### config.mk
export PLATFORM = sky130hd
export DESIGN_NAME = bus_xfer_ctrl
export DESIGN_NICKNAME = d
export VERILOG_FILES = /design/src/rtl/bus_xfer_ctrl.sv
export SDC_FILE = /design/constraint.sdc
export NUM_CORES = 1
export LEC_CHECK = 0
export CORE_MARGIN = 4
export CORE_UTILIZATION = 46
export CTS_CLUSTER_SIZE = 12
export DETAILED_ROUTE_END_ITERATION = 7
export PLACE_DENSITY = 0.82
export SKIP_CTS_REPAIR_TIMING = 1
export SLEW_MARGIN = 15
export SYNTH_ARGS = -nofsm -noshare
export SYNTH_HDL_FRONTEND = slang
export SYNTH_SLANG_ARGS = --single-unit
### constraint.sdc
create_clock -name clk -period 4.85 [get_ports clk]
set_input_delay 0.97 -clock clk [delete_from_list [all_inputs] [get_ports clk]]
set_output_delay 0.97 -clock clk [all_outputs]
set_load 0.03 [all_outputs]
### src/rtl/bus_xfer_ctrl.sv
// Bus master for the shared CPU bus: sequences DRIVE/LOAD/HOLD strobes per transfer on each step.
// Define BUS_XFER_CHECK_EN to reject illegal commands with a one-cycle err pulse.
module bus_xfer_ctrl #(
  parameter int unsigned  NREG = 4,
  parameter int unsigned  DW   = 4,
  localparam int unsigned IW   = $clog2(NREG + 1)
) (
  input  logic            clk,
  input  logic            rst_n,
  input  logic            step,
  input  logic            cmd_valid,
  output logic            cmd_ready,
  input  logic [IW-1:0]   cmd_src,
  input  logic [IW-1:0]   cmd_dst,
  input  logic [DW-1:0]   cmd_imm,
  input  logic [DW-1:0]   bus_in,
  output logic [NREG-1:0] out_en,
  output logic [NREG-1:0] load_en,
  output logic            bus_drv_en,
  output logic [DW-1:0]   bus_drv_data,
  output logic [DW-1:0]   last_data,
  output logic            busy,
  output logic            done,
  output logic            err
);

  typedef enum logic [1:0] {StIdle, StDrive, StLoad, StHold} state_e;

  localparam logic [IW-1:0] SelfIdx = IW'(NREG);

  state_e        state_q;
  logic [IW-1:0] dst_q;
  logic          accept;
  logic          reject;

  // Indices at or above NREG select nothing.
  function automatic logic [NREG-1:0] onehot(input logic [IW-1:0] idx);
    logic [NREG-1:0] v;
    v = '0;
    for (int unsigned i = 0; i < NREG; i++) begin
      v[i] = (idx == IW'(i));
    end
    return v;
  endfunction

  assign accept = (state_q == StIdle) && cmd_valid && cmd_ready;

`ifdef BUS_XFER_CHECK_EN
  assign reject = ((cmd_src == cmd_dst) && (cmd_src < SelfIdx)) ||
                  (cmd_src > SelfIdx) || (cmd_dst > SelfIdx);

  logic err_q;
  always_ff @(posedge clk or negedge rst_n) begin
    if (!rst_n) begin
      err_q <= 1'b0;
    end else begin
      err_q <= accept && reject;
    end
  end
  assign err = err_q;
`else
  assign reject = 1'b0;
  assign err    = 1'b0;
`endif

  always_ff @(posedge clk or negedge rst_n) begin
    if (!rst_n) begin
      state_q      <= StIdle;
      dst_q        <= '0;
      out_en       <= '0;
      load_en      <= '0;
      bus_drv_en   <= 1'b0;
      bus_drv_data <= '0;
      last_data    <= '0;
      busy         <= 1'b0;
      done         <= 1'b0;
      cmd_ready    <= 1'b0;
    end else begin
      done <= 1'b0;
      unique case (state_q)
        StIdle: begin
          cmd_ready <= 1'b1;
          // A step arriving in the accept cycle is deliberately not consumed.
          if (accept && !reject) begin
            state_q      <= StDrive;
            dst_q        <= cmd_dst;
            out_en       <= onehot(cmd_src);
            bus_drv_en   <= (cmd_src == SelfIdx);
            bus_drv_data <= (cmd_src == SelfIdx) ? cmd_imm : '0;
            busy         <= 1'b1;
            cmd_ready    <= 1'b0;
          end
        end
        StDrive: begin
          if (step) begin
            state_q <= StLoad;
            load_en <= onehot(dst_q);
          end
        end
        StLoad: begin
          if (step) begin
            state_q   <= StHold;
            load_en   <= '0;
            last_data <= bus_in;
          end
        end
        StHold: begin
          // Source stays enabled through HOLD so the destination sees stable data.
          if (step) begin
            state_q      <= StIdle;
            out_en       <= '0;
            bus_drv_en   <= 1'b0;
            bus_drv_data <= '0;
            busy         <= 1'b0;
            done         <= 1'b1;
            cmd_ready    <= 1'b1;
          end
        end
        default: state_q <= StIdle;
      endcase
    end
  end

endmodule

==> Flow_metrics.wiki <==
{| class="wikitable"
! Metric !! Value
|-
| Run status || finished clean
|-
| Final setup violation count || 0
|-
| Post-synthesis net count || 103
|-
| Xor/xnor cell area share of the yosys netlist || 0
|-
| IR drop worst, VDD || 422 µV
|-
| Setup_tns || 0 ns
|-
| Share of the synthesized area in the top cell type || 0.579
|-
| Placed wire-length estimate || 1.72 mm
|-
| Worst path slowest cell || clkdlybuf4s50_1
|-
| Flip-flop and latch count after synthesis || 25
|-
| Multiplexer share of the synthesized area || 0.0834
|-
| Residual DRC || 0
|-
| Max_slew headroom || 0.640
|-
| Final number of max-transition violations || 0
|-
| Sequential element share of the synthesized area || 0.579
|-
| # nets final || 144
|-
| TritonCTS sink count || 25
|-
| R2r worst-path depth || 5
|-
| Post-Route Hold Slack || 0.495 ns
|-
| Ratio of routed vias to standard cells || 5.15
|-
| Die Y-Extent || 56.5 µm
|-
| Fillcell total || 177
|-
| Number of cells produced by synthesis || 81
|-
| Wire length per cell after detailed routing || 14.3 µm
|-
| Post-Route Skew || 0.00867 ns
|-
| Maximum buffer depth of the clock tree || 2
|-
| Maximum cell stage delay along the critical path || 0.72 ns
|-
| Via count of the first global-routing pass || 837
|-
| Weighted congestion at the end of routability-driven global placement || 0.828
|-
| TritonRoute pass-1 iters || 2
|-
| R2r setup slk || 3.18 ns
|-
| Nature of the critical path startpoint || flip-flop
|-
| Fraction of layout instances using a drive strength above 1 || 0.149
|-
| Remaining antenna violation count after routing || 0
|-
| Number of buffers created by CTS || 3
|-
| Nature of the critical path endpoint || output port
|-
| Count of vias placed by the detailed router || 767
|-
| Most common library cell in the layout ignoring fill and taps || clkdlybuf4s50_1
|-
| Buf+Inv Stages, Crit Path || 1
|-
| Areal power density over the cells || 574 nW/µm²
|-
| Highest fanout seen on the critical path || 6
|-
| Number of antenna violations at the first check in global routing || 0
|-
| FFs w/ async S/R, synth || 1.00
|-
| Hold Fails Final Rpt || 0
|-
| Number of stages on the worst hold path || 1
|-
| Compound-Gate Fraction of Synth Area || 0.163
|-
| Wire length of the first global-routing pass || 3.66 mm
|-
| Count of yosys warnings during synthesis || 0
|-
| Commonest register cell after synthesis || dfrtp_1
|-
| Global-route usage over all layers || 0.146
|-
| Post-Synth Adder-Cell Area || 0.0463
|-
| Most frequent cells in the layout || 36 x clkdlybuf4s50_1, 25 x dfrtp_1, 10 x a22o_1, 8 x mux2_2
|-
| Antenna diode instance count || 0
|-
| Mean post-synth cell area || 13.3 µm²
|-
| DIE WIDTH || 56.5 µm
|-
| Die Area || 3190 µm²
|-
| Min cycle time layout || 2.52 ns
|-
| Critical path, cell by cell || clkdlybuf4s50_1
|-
| Signal arrival time at the worst endpoint || 1.55 ns
|-
| CP top delay family || buffers and inverters
|-
| Main combinational cell family by area after synthesis || compound AO/OA/AOI/OAI gates
|-
| Slew at the pin closest to its max-slew limit || 0.541 ns
|-
| WS Path Type || flip-flop to output port
|-
| End point of the worst hold path || bus_drv_en
|-
| Leading area contributor after synthesis || dfrtp_1
|-
| Clock Pin Slew Worst Setup and Hold Paths || 0.14 ns
|-
| Initial Util || 0.483
|-
| FF-to-FF End || state_q[1]
|-
| Floorplan row count || 17
|-
| Hold/Removal Path Class || flip-flop to flip-flop
|-
| Clock Tree Root || clkbuf_4
|-
| Number of I/O port buffers || 37
|-
| Later-pin clock latency in the skew report || 0.32 ns
|-
| Peak Freq || 397 MHz
|-
| TritonCTS clock tree || done
|-
| Beginning of the worst hold path || bus_drv_en
|-
| Number of H-tree levels || 1
|-
| Crit Reg-Reg Startpoint || state_q[0]
|-
| Initial DRC Count || 9
|-
| Static leakage || 0.678 nW
|-
| Number of enable flip-flop cells after synthesis || 0
|-
| Syn-to-layout area delta || 39.2%
|-
| Synthesized area || 1080 µm²
|-
| Data required, critical path || 3.88 ns
|-
| Largest cells by area after synthesis || dfrtp_1 58%, mux2_2 8.3%, a22o_1 8.1%
|-
| RSZ-0062 raised after global routing || no
|-
| Post-detailed-routing wire length || 2.13 mm
|-
| Maximum number of pins on one net before global-route repair || 26
|-
| Share of synthesized cell area in and, or, nand and nor gates || 0.103
|-
| Max-Cap Viols || 0
|-
| GRT Residual Overflow || 0
|-
| Final Cycle Share || 0.519
|-
| Core region area || 2230 µm²
|-
| I/O pins || 39
|-
| Number of distinct library cells after synthesis || 25
|}
[metrics by stage]
step	setup slack, ns	util	std cells	power, W	area [µm²]
6_report	2.33	0.673	149	0.000863	1500
5_1_grt	2.26	0.673	149	0.000927	1500
4_1_cts	2.32	0.675	149	0.000873	1510
3_5_place_dp	2.51	0.662	145	0.000779	1480
3_3_place_gp	2.54	0.662	145	0.000761	1480
2_1_floorplan	3.13	-	81	0.000612	1080
[kinds of logic after synthesis]
group	after synthesis
AO/OA/AOI/OAI	23
adder cells (fa/ha/maj)	4
buffers and inverters	5
flip-flops	25
multiplexers	8
other	1
AND/OR/NAND/NOR	15
[layer usage]
layer / wire length [µm] / vias up / part of all wire / global-route usage
li1: - / 373 / - / -
met1: 858 / 373 / 0.40 / 0.169
met2: 1150 / 19 / 0.54 / 0.264
met3: 107 / 2 / 0.050 / 0.0368
met4: 17 / 0 / 0.0080 / 0.0407
met5: 0 / - / 0 / 0
[power by group]
| group | switching [W] | internal (W) |
|---|---|---|
| registers | 0.0000498 | 0.000280 |
| logic | 0.000238 | 0.000200 |
| clock network | 0.0000636 | 0.0000315 |
| total | 0.000352 | 0.000511 |
[state kept, by name, summed over array words and instances, names as in the netlist]
name,flops
bus_drv_en,1
state_q,2
last_data,4
out_en,4
done,1
cmd_ready,1
busy,1
bus_drv_data,4
load_en,4
dst_q,3
[worst max-delay path by stage]
stage	startpoint	depth (start not counted)	to	slack, ns
CTS	cmd_ready	1	cmd_ready	2.32
detailed placement	step	4	out_en[1]	2.51
global placement	cmd_valid	4	bus_drv_data[2]	2.54
global route	cmd_ready	1	cmd_ready	2.26
floorplan	cmd_valid	3	state_q[1]	3.13
finish	cmd_ready	1	cmd_ready	2.33
[cells in the mapped netlist, drive strengths merged, types with 2 or more instances]
cell type	instances
nor2	2
nand2	4
a22o	10
o21ai	6
mux2	8
o31ai	2
dfrtp	25
nor3	2
inv	4
ha	4
a21bo	2
[area by class of cell]
type                       count  area [µm²]  share of cell area
clock inverter                 1        7.51             0.00500
multi-input combinational     51         432               0.287
clock buffer                   3        22.5              0.0150
timing repair buffer          37         365               0.243
sequential                    25         626               0.416
tap                           28        35.0              0.0233
inverter                       4        15.0             0.00999
No activity file was read; power rests on OpenSTA's default activity.
